<file path="config.mk">
export PLATFORM = sky130hd
export DESIGN_NAME = dnlink_pcm_sim
export DESIGN_NICKNAME = d
export VERILOG_FILES = /design/src/rtl/dnlink_pcm_sim.sv
export SDC_FILE = /design/constraint.sdc
export NUM_CORES = 1
export LEC_CHECK = 0
export ABC_CLOCK_PERIOD_IN_PS = 4400
export BUFFER_PORTS_ARGS = -buffer_cell sky130_fd_sc_hd__buf_2
export CAP_MARGIN = 0
export CORE_MARGIN = 1
export CORE_UTILIZATION = 62
export CTS_CLUSTER_DIAMETER = 50
export DETAILED_ROUTE_END_ITERATION = 6
export MAX_ROUTING_LAYER = met4
export PLACE_DENSITY_LB_ADDON = 0.2
export SYNTH_ARGS = -nofsm -noshare
export SYNTH_HDL_FRONTEND = slang
export SYNTH_SLANG_ARGS = --single-unit
export TNS_END_PERCENT = 100
</file>
<file path="constraint.sdc">
create_clock -name i_clk -period 4.4 [get_ports i_clk]
set_input_delay 0.44 -clock i_clk [delete_from_list [all_inputs] [get_ports i_clk]]
set_output_delay 0.44 -clock i_clk [all_outputs]
set_load 0.05 [all_outputs]
</file>
<file path="src/rtl/dnlink_pcm_sim.sv">
// -----------------------------------------------------------------------------
// dnlink_pcm_sim
// Simulated PCM telemetry unit for the AGC downlink. Generates the DKSTRT,
// DKBSNC and DKEND timing pulses, samples DKDATA once per bit time (MSB
// first), and hands each finished packet to the monitor through a one-entry
// valid/ready buffer. Drops while the buffer is full set a sticky overrun.
//
// Optional build macro: DNLINK_SEQ_CNT_EN adds o_pkt_seq, a 16-bit count of
// completed packets (dropped ones included) latched alongside o_pkt_data.
//
// Ports:
//   i_clk        prop_clk (51.2 MHz)
//   i_rst_n      asynchronous active-low reset
//   i_enable     generate packets while high
//   i_dkdata     AGC DKDATA, same clock domain
//   o_dkstrt     packet start pulse
//   o_dkbsnc     bit sync pulse
//   o_dkend      packet end pulse
//   o_pkt_data   assembled packet, first bit received in the MSB
//   o_pkt_valid  o_pkt_data holds an unread packet
//   i_pkt_ready  consumer accepts o_pkt_data
//   o_overrun    sticky: a packet was dropped
//   i_clr_ovr    synchronous clear of o_overrun (a same-cycle drop wins)
//   o_busy       a packet sequence is in progress
//   o_pkt_seq    (DNLINK_SEQ_CNT_EN only) sequence number of o_pkt_data
// -----------------------------------------------------------------------------
module dnlink_pcm_sim #(
    parameter int BIT_DIV         = 1000,
    parameter int PULSE_LEN       = 50,
    parameter int NBITS           = 40,
    parameter int PKT_PERIOD_BITS = 512
) (
    input  logic             i_clk,
    input  logic             i_rst_n,
    input  logic             i_enable,
    input  logic             i_dkdata,
    output logic             o_dkstrt,
    output logic             o_dkbsnc,
    output logic             o_dkend,
    output logic [NBITS-1:0] o_pkt_data,
    output logic             o_pkt_valid,
    input  logic             i_pkt_ready,
    output logic             o_overrun,
    input  logic             i_clr_ovr,
    output logic             o_busy
`ifdef DNLINK_SEQ_CNT_EN
    ,
    output logic [15:0]      o_pkt_seq
`endif
);

    localparam int PER_CLKS = PKT_PERIOD_BITS * BIT_DIV;
    localparam int PER_W    = $clog2(PER_CLKS);
    localparam int PH_W     = $clog2(BIT_DIV);
    localparam int SLOT_W   = $clog2(NBITS + 2);

    localparam logic [PER_W-1:0]  PER_LAST     = PER_W'(PER_CLKS - 1);
    localparam logic [PH_W-1:0]   PH_LAST      = PH_W'(BIT_DIV - 1);
    localparam logic [PH_W-1:0]   PH_PEND      = PH_W'(PULSE_LEN - 1);
    localparam logic [SLOT_W-1:0] SLOT_LASTBIT = SLOT_W'(NBITS);

    // A packet is NBITS+2 slots of BIT_DIV clocks: slot 0 carries DKSTRT,
    // slots 1..NBITS carry DKBSNC for bit slot-1, slot NBITS+1 carries DKEND.
    typedef enum logic [2:0] {
        S_IDLE,
        S_START,
        S_BITS,
        S_END,
        S_LOAD
    } state_t;

    state_t             r_state;
    logic [PH_W-1:0]    r_ph;
    logic [SLOT_W-1:0]  r_slot;
    logic [PER_W-1:0]   r_per;
    logic               r_run;
    logic [NBITS-1:0]   r_shreg;
    logic               r_dkstrt;
    logic               r_dkbsnc;
    logic               r_dkend;
    logic               r_busy;
    logic [NBITS-1:0]   r_pkt_data;
    logic               r_pkt_valid;
    logic               r_overrun;

    logic               w_start;
    logic               w_load;
    logic               w_drop;
    logic [NBITS-1:0]   w_shift;

    // r_run marks a continuous enabled stretch; while it is set, a new packet
    // waits for the period counter to wrap. Seeing enable low in IDLE clears
    // it, so re-raising enable starts a packet on the very next clock.
    assign w_start = (r_state == S_IDLE) && i_enable && (!r_run || (r_per == PER_LAST));
    assign w_load  = (r_state == S_LOAD);
    assign w_drop  = w_load && r_pkt_valid && !i_pkt_ready;

    generate
        if (NBITS == 1) begin : g_shift_one
            assign w_shift = i_dkdata;
        end else begin : g_shift_many
            assign w_shift = {r_shreg[NBITS-2:0], i_dkdata};
        end
    endgenerate

    // Period counter: 0 on the first START clock, wraps every packet period.
    always_ff @(posedge i_clk or negedge i_rst_n) begin
        if (!i_rst_n) begin
            r_run <= 1'b0;
            r_per <= '0;
        end else if (w_start) begin
            r_run <= 1'b1;
            r_per <= '0;
        end else if ((r_state == S_IDLE) && !i_enable) begin
            r_run <= 1'b0;
            r_per <= '0;
        end else if (r_run) begin
            r_per <= (r_per == PER_LAST) ? '0 : r_per + 1'b1;
        end
    end

    // Sequencer. Pulses are set on the clock a slot begins and cleared after
    // PULSE_LEN clocks; only one pulse can be live in any slot.
    always_ff @(posedge i_clk or negedge i_rst_n) begin
        if (!i_rst_n) begin
            r_state  <= S_IDLE;
            r_ph     <= '0;
            r_slot   <= '0;
            r_shreg  <= '0;
            r_dkstrt <= 1'b0;
            r_dkbsnc <= 1'b0;
            r_dkend  <= 1'b0;
            r_busy   <= 1'b0;
        end else begin
            case (r_state)
                S_IDLE: begin
                    if (w_start) begin
                        r_state  <= S_START;
                        r_ph     <= '0;
                        r_slot   <= '0;
                        r_dkstrt <= 1'b1;
                        r_busy   <= 1'b1;
                    end
                end
                S_START, S_BITS, S_END: begin
                    if (r_ph == PH_PEND) begin
                        r_dkstrt <= 1'b0;
                        r_dkbsnc <= 1'b0;
                        r_dkend  <= 1'b0;
                        if (r_state == S_END) begin
                            r_state <= S_LOAD;
                            r_busy  <= 1'b0;
                        end
                    end
                    if (r_ph == PH_LAST) begin
                        r_ph   <= '0;
                        r_slot <= r_slot + 1'b1;
                        // last clock of a bit slot: sample DKDATA
                        if (r_state == S_BITS) begin
                            r_shreg <= w_shift;
                        end
                        if (r_slot < SLOT_LASTBIT) begin
                            r_state  <= S_BITS;
                            r_dkbsnc <= 1'b1;
                        end else begin
                            r_state <= S_END;
                            r_dkend <= 1'b1;
                        end
                    end else begin
                        r_ph <= r_ph + 1'b1;
                    end
                end
                S_LOAD: begin
                    r_state <= S_IDLE;
                end
                default: begin
                    r_state <= S_IDLE;
                end
            endcase
        end
    end

    // One-entry output buffer; a load may coincide with a transfer.
    always_ff @(posedge i_clk or negedge i_rst_n) begin
        if (!i_rst_n) begin
            r_pkt_data  <= '0;
            r_pkt_valid <= 1'b0;
            r_overrun   <= 1'b0;
        end else begin
            if (w_load && !w_drop) begin
                r_pkt_data  <= r_shreg;
                r_pkt_valid <= 1'b1;
            end else if (r_pkt_valid && i_pkt_ready) begin
                r_pkt_valid <= 1'b0;
            end
            if (w_drop) begin
                r_overrun <= 1'b1;
            end else if (i_clr_ovr) begin
                r_overrun <= 1'b0;
            end
        end
    end

`ifdef DNLINK_SEQ_CNT_EN
    logic [15:0] r_seq_cnt;
    logic [15:0] r_pkt_seq;

    // Counts every completed packet, so a gap seen by the monitor means drops.
    always_ff @(posedge i_clk or negedge i_rst_n) begin
        if (!i_rst_n) begin
            r_seq_cnt <= '0;
            r_pkt_seq <= '0;
        end else if (w_load) begin
            r_seq_cnt <= r_seq_cnt + 16'd1;
            if (!w_drop) begin
                r_pkt_seq <= r_seq_cnt;
            end
        end
    end

    assign o_pkt_seq = r_pkt_seq;
`endif

    assign o_dkstrt    = r_dkstrt;
    assign o_dkbsnc    = r_dkbsnc;
    assign o_dkend     = r_dkend;
    assign o_busy      = r_busy;
    assign o_pkt_data  = r_pkt_data;
    assign o_pkt_valid = r_pkt_valid;
    assign o_overrun   = r_overrun;

endmodule

</file>
# Word-level counts from Yosys, hierarchy flattened
# Index checks and enable logic that the tools add are counted.
dict set report op_classes {
  n_addsub 3
  n_lt_le_gt_ge 1
  n_eq_ne 13
  muxes 34
  reduce_logical 25
}
# op n
set op_table {}
lappend op_table {{19-bit 2-to-1 mux} 4}
lappend op_table {{10-bit 2-to-1 mux} 2}
lappend op_table {{10-bit case mux with 2 select lines} 1}
lappend op_table {{19-bit by 1-bit adder with 19-bit output, second input constant} 1}
lappend op_table {{19-bit == test, second input constant} 1}
lappend op_table {{1-bit 2-to-1 mux} 17}
lappend op_table {{3-bit 2-to-1 mux} 4}
lappend op_table {{6-bit 2-to-1 mux} 2}
lappend op_table {{6-bit case mux with 2 select lines} 1}
lappend op_table {{3-bit AND reduction} 4}
lappend op_table {{10-bit by 1-bit adder with 10-bit output, second input constant} 1}
lappend op_table {{10-bit == test, second input constant} 1}
lappend op_table {{10-bit by 6-bit == test with 1-bit output, second input constant} 1}
lappend op_table {{2-bit inequality test, second input constant} 4}
lappend op_table {{2-bit nonzero test} 4}
lappend op_table {{1-bit logical AND} 7}
lappend op_table {{6-bit by 1-bit adder with 6-bit output, second input constant} 1}
lappend op_table {{3-bit by 2-bit == test with 1-bit output, second input constant} 2}
lappend op_table {{6-bit < comparator, second input constant} 1}
lappend op_table {{3-bit inequality test, second input constant} 2}
lappend op_table {{3-bit case mux with 2 select lines} 1}
lappend op_table {{1-bit logical NOT} 4}
lappend op_table {{1-bit case mux with 2 select lines} 2}
lappend op_table {{4-bit AND reduction} 1}
lappend op_table {{other kinds (7)} 7}
dict set report word_totals {
  reg_bits 125
  inputBits 6
  out_inout_bits 46
  wordCells 89
}

# Longest topological paths before layout
dict set report depth {
  depth_word 6
  depth_mapped 8
  mapped_depth_nobuf 7
}

# Least setup slack after synthesis
# Ideal clock, no wire load.
dict set report synth_timing {
  path_kind {reg2reg}
  from {register r_ph[0]}
  to {register r_shreg[0]}
  setup_ns 0.125
  t_arrival_ns 1.850
  t_required_ns 4.275
  slack_ns 2.425
  path_stages_with_launch 9
  n_path_buf 2
  synth_period_minus_slack_ns 1.975
  cell_sequence {dfrtp_1 -> ha_1 -> and4b_1 -> and2_1 -> and3_1 -> buf_2 -> nand3b_4 -> buf_6 -> mux2_4}
}
dict set report synth_between {
  elab_chain_len 2
}
# item line_no
set synth_rtl {}
lappend synth_rtl {{from (decl)} 73} ;# logic [PH_W-1:0] r_ph;
lappend synth_rtl {{from (signal assigned)} 170} ;# r_ph <= r_ph + 1'b1;
lappend synth_rtl {{10-bit == test} 155} ;# if (r_ph == PH_LAST) begin
lappend synth_rtl {{3-bit AND reduction (no source line)} -}
lappend synth_rtl {{to (signal assigned)} 160} ;# r_shreg <= w_shift;
lappend synth_rtl {{to (decl)} 77} ;# logic [NBITS-1:0] r_shreg;
# No other way between the ends.
# A chain may end at the register's enable or synchronous reset.

# Worst setup path in the final report
dict set report layout_timing {
  from {register r_ph[0]}
  to {register r_shreg[31]}
}
# The elaborated chain is that of the path after synthesis.

==> flow_metrics.env <==
export IMPL_n_fill_cell=570
export IMPL_yosysMostFrequentCell="dfrtp_1"
export IMPL_endpoint_kind="flip-flop"
export IMPL_antenna_found_initial=0
export IMPL_worst_ep_arrival_time_ns=3.13
export IMPL_syn_inst=444
export IMPL_start_util_pct=64.08
export IMPL_yosys_cell_types_count=54
export IMPL_switchingPower_mw=0.8895
export IMPL_overflow=0
export IMPL_synth_top_area_share_pct=55.70
export IMPL_drc_errors=0
export IMPL_die_w_um=97.17
export IMPL_fin_crit_sh_pct=62.39
export IMPL_clockBufferDepth=2
export IMPL_sw_frac_of_total_pct=27.88
export IMPL_finalHoldViolCount=0
export IMPL_drive_gt1_share_pct=34.65
export IMPL_place_area_um2=5907
export IMPL_wirelength_um=10700
export IMPL_seq_area_um2=3128
export IMPL_grt_usage_pct=25.81
export IMPL_status="completed"
export IMPL_antenna_left=0
export IMPL_cap_violations=0
export IMPL_areaGrowthSynthToFinish_pct=16.49
export IMPL_fp_dieH_um=97.17
export IMPL_internal_power_mw=2.301
export IMPL_vias=3629
export IMPL_viasPerCell=5.891
export IMPL_synth_top_cells_by_count="125 x dfrtp_1, 40 x mux2_2, 40 x mux2_4"
export IMPL_worstReg2RegStart="r_ph[0]"
export IMPL_dp_cells=583
export IMPL_p_seq_share_pct=41.7
export IMPL_holdPathStages=2
export IMPL_first_global_vias=3762
export IMPL_synth_nets=454
export IMPL_avgRoutedWirePerCell_um=17.37
export IMPL_setup_viol=0
export IMPL_synthTopCellsByArea="dfrtp_1 56%, mux2_4 11%, mux2_2 8.0%"
export IMPL_max_slew_worst_pin_slew_ns=1.023
export IMPL_power_frac_comb_pct=12.5
export IMPL_io_pins=52
export IMPL_yosys_area_top_type="dfrtp_1"
export IMPL_r2r_slack_ns=1.65
export IMPL_cts_inserted_buffers=17
export IMPL_syn_avg_cell_area_um2=12.65
export IMPL_dp_hpwl_um=6408
export IMPL_dr_pass1_iters=4
export IMPL_gp_congestion=0.8814
export IMPL_finalInstanceArea_um2=6541
export IMPL_rsz0062_at_grt="no"
export IMPL_syn_area_um2=5615
export IMPL_fin_cells=616
export IMPL_grt_max_degree=54
export IMPL_reg2reg_to="r_shreg[31]"
export IMPL_maxSlewViolCount=0
export IMPL_drt_iter0_markers=146
export IMPL_start_kind="flip-flop"
export IMPL_core_area_um2=8763
export IMPL_fmax_mhz=364.3
export IMPL_critPathMaxFanout=40
export IMPL_peakVddDrop_mv=0.3519
export IMPL_port_buffers=51
export IMPL_path_clk_slew_ns=0.06
export IMPL_synth_main_ff_cell="dfrtp_1"
export IMPL_relSlewSlack_pct=31.72
export IMPL_synth_edff_count=0
export IMPL_htreeDepth=4
export IMPL_num_rows=34
export IMPL_power_total_mw=3.190
export IMPL_multiInputGateArea_um2=2341
export IMPL_fin_nets=505
export IMPL_finalCriticalPeriod_ns=2.745
export IMPL_rr_worst_depth=6
export IMPL_holdCritStartpoint="i_clr_ovr"
export IMPL_worstSkewPairLatency_ns=0.51
export IMPL_seq_area_frac_synth_pct=55.70
export IMPL_p_leak_nw=3.394
export IMPL_finalSetupTns_ns=0
export IMPL_worstHoldEndpoint="o_overrun"
export IMPL_cts_sinks=125
export IMPL_worstSetupPathType="reg -> reg"
export IMPL_ys_warn_count=0
export IMPL_cp_required_ns=4.79
export IMPL_min_path_type="in -> reg"
export IMPL_pwr_share_clk_pct=45.8
export IMPL_cts_setup_buffers=0
export IMPL_cts_root_buf="clkbuf_8"
export IMPL_finalClockSkew_ns=0.008820
export IMPL_grt_first_pass_wirelength_um=18560
export IMPL_cts_tree="done"
export IMPL_die_area_um2=9442
export IMPL_cellPowerDensity_nw_per_um2=487.7
export IMPL_ys_ff_latch=125
export IMPL_n_antenna_cell=0
export IMPL_async_reset_ff_share_pct=100.0
layer usage:
metal	routed length (um)	track usage, %
met3	439	6.978
met1	4832	33.96
met5	0	-
met4	149	10.22
met2	5275	38.46
power groups by stage:
stage / Clock (mW) / Combinational, mW / Sequential [mW]
2_1_floorplan: 0 / 0.318 / 1.30
3_3_place_gp: 0 / 0.376 / 1.33
3_5_place_dp: 0 / 0.390 / 1.34
4_1_cts: 1.48 / 0.397 / 1.32
5_1_grt: 1.54 / 0.446 / 1.34
6_report: 1.46 / 0.398 / 1.33
layout by cell type, fill, tap and decap left out, types with 5 or more instances in the layout:
master / netlist / routed
nand4_1: 7 / 7
mux2_2: 40 / 40
clkbuf_16: 0 / 16
nor3_1: 5 / 5
inv_1: 8 / 8
and3_1: 6 / 6
a31oi_1: 11 / 11
inv_6: 0 / 5
dfrtp_1: 125 / 125
nor2_1: 21 / 21
nand2_1: 36 / 36
mux2_4: 40 / 40
o21a_1: 7 / 7
buf_2: 5 / 50
nand3_1: 16 / 15
a21oi_1: 15 / 15
o21ai_0: 17 / 17
xnor2_1: 7 / 7
flip-flops by register name (all words and copies together), names as in the netlist:
signal / flops
r_state: 3
o_dkbsnc: 1
r_run: 1
o_dkstrt: 1
r_per: 19
r_shreg: 40
o_pkt_data: 40
o_overrun: 1
r_slot: 6
o_pkt_valid: 1
o_busy: 1
o_dkend: 1
r_ph: 10
worst max-delay path, cell delays in order, from the launching register on:
cell and delay (ns):
dfrtp_1 0.41, ha_1 0.22, and4b_1 0.28, and2_1 0.17
and3_1 0.33, nand3b_4 0.64, mux2_4 0.54
cell families after synthesis:
| kind of cell | after synthesis | share of synthesized area (%) |
|---|---|---|
| multiplexers | 82 | 19.07 |
| flip-flops | 125 | 55.70 |
| adder cells (fa/ha/maj) | 4 | 0.8913 |
| XOR/XNOR | 10 | 1.560 |
| AO/OA/AOI/OAI | 77 | 9.046 |
| buffers and inverters | 30 | 2.696 |
| AND/OR/NAND/NOR | 116 | 11.03 |
layout make-up:
class                      count  share of cell area [%]
sequential                   125                   47.82
multi-input combinational    289                   35.79
clock buffer                  18                   6.389
timing repair buffer          54                   4.323
clock inverter                14                   3.156
tap                          108                   2.066
inverter                       8                  0.4591
per-stage QoR:
stage	hold WS [ns]	setup WS (ns)	utilization, %
after floorplan	0.1444	2.425	-
after global placement	0.4616	1.824	67.40
after detailed placement	0.4649	1.722	67.40
after CTS	0.1307	1.654	74.64
after global routing	0.1334	1.499	74.64
final	0.1425	1.655	74.64
worst max path at each step:
stage	startpoint	cells past startpoint	end
floorplan	r_ph[0]	8	r_shreg[0]
global route	r_ph[0]	6	r_shreg[31]
detailed placement	r_ph[0]	6	r_shreg[11]
CTS	r_ph[0]	6	r_shreg[11]
global placement	r_ph[0]	6	r_shreg[23]
finish	r_ph[0]	6	r_shreg[31]
repair_timing:
item | in CTS | in global routing
resized for setup | 0 | 0
hold endpoints to repair | 51 | 0
hold buffers | 1 | 0
Power figures use the tool's default switching activity.
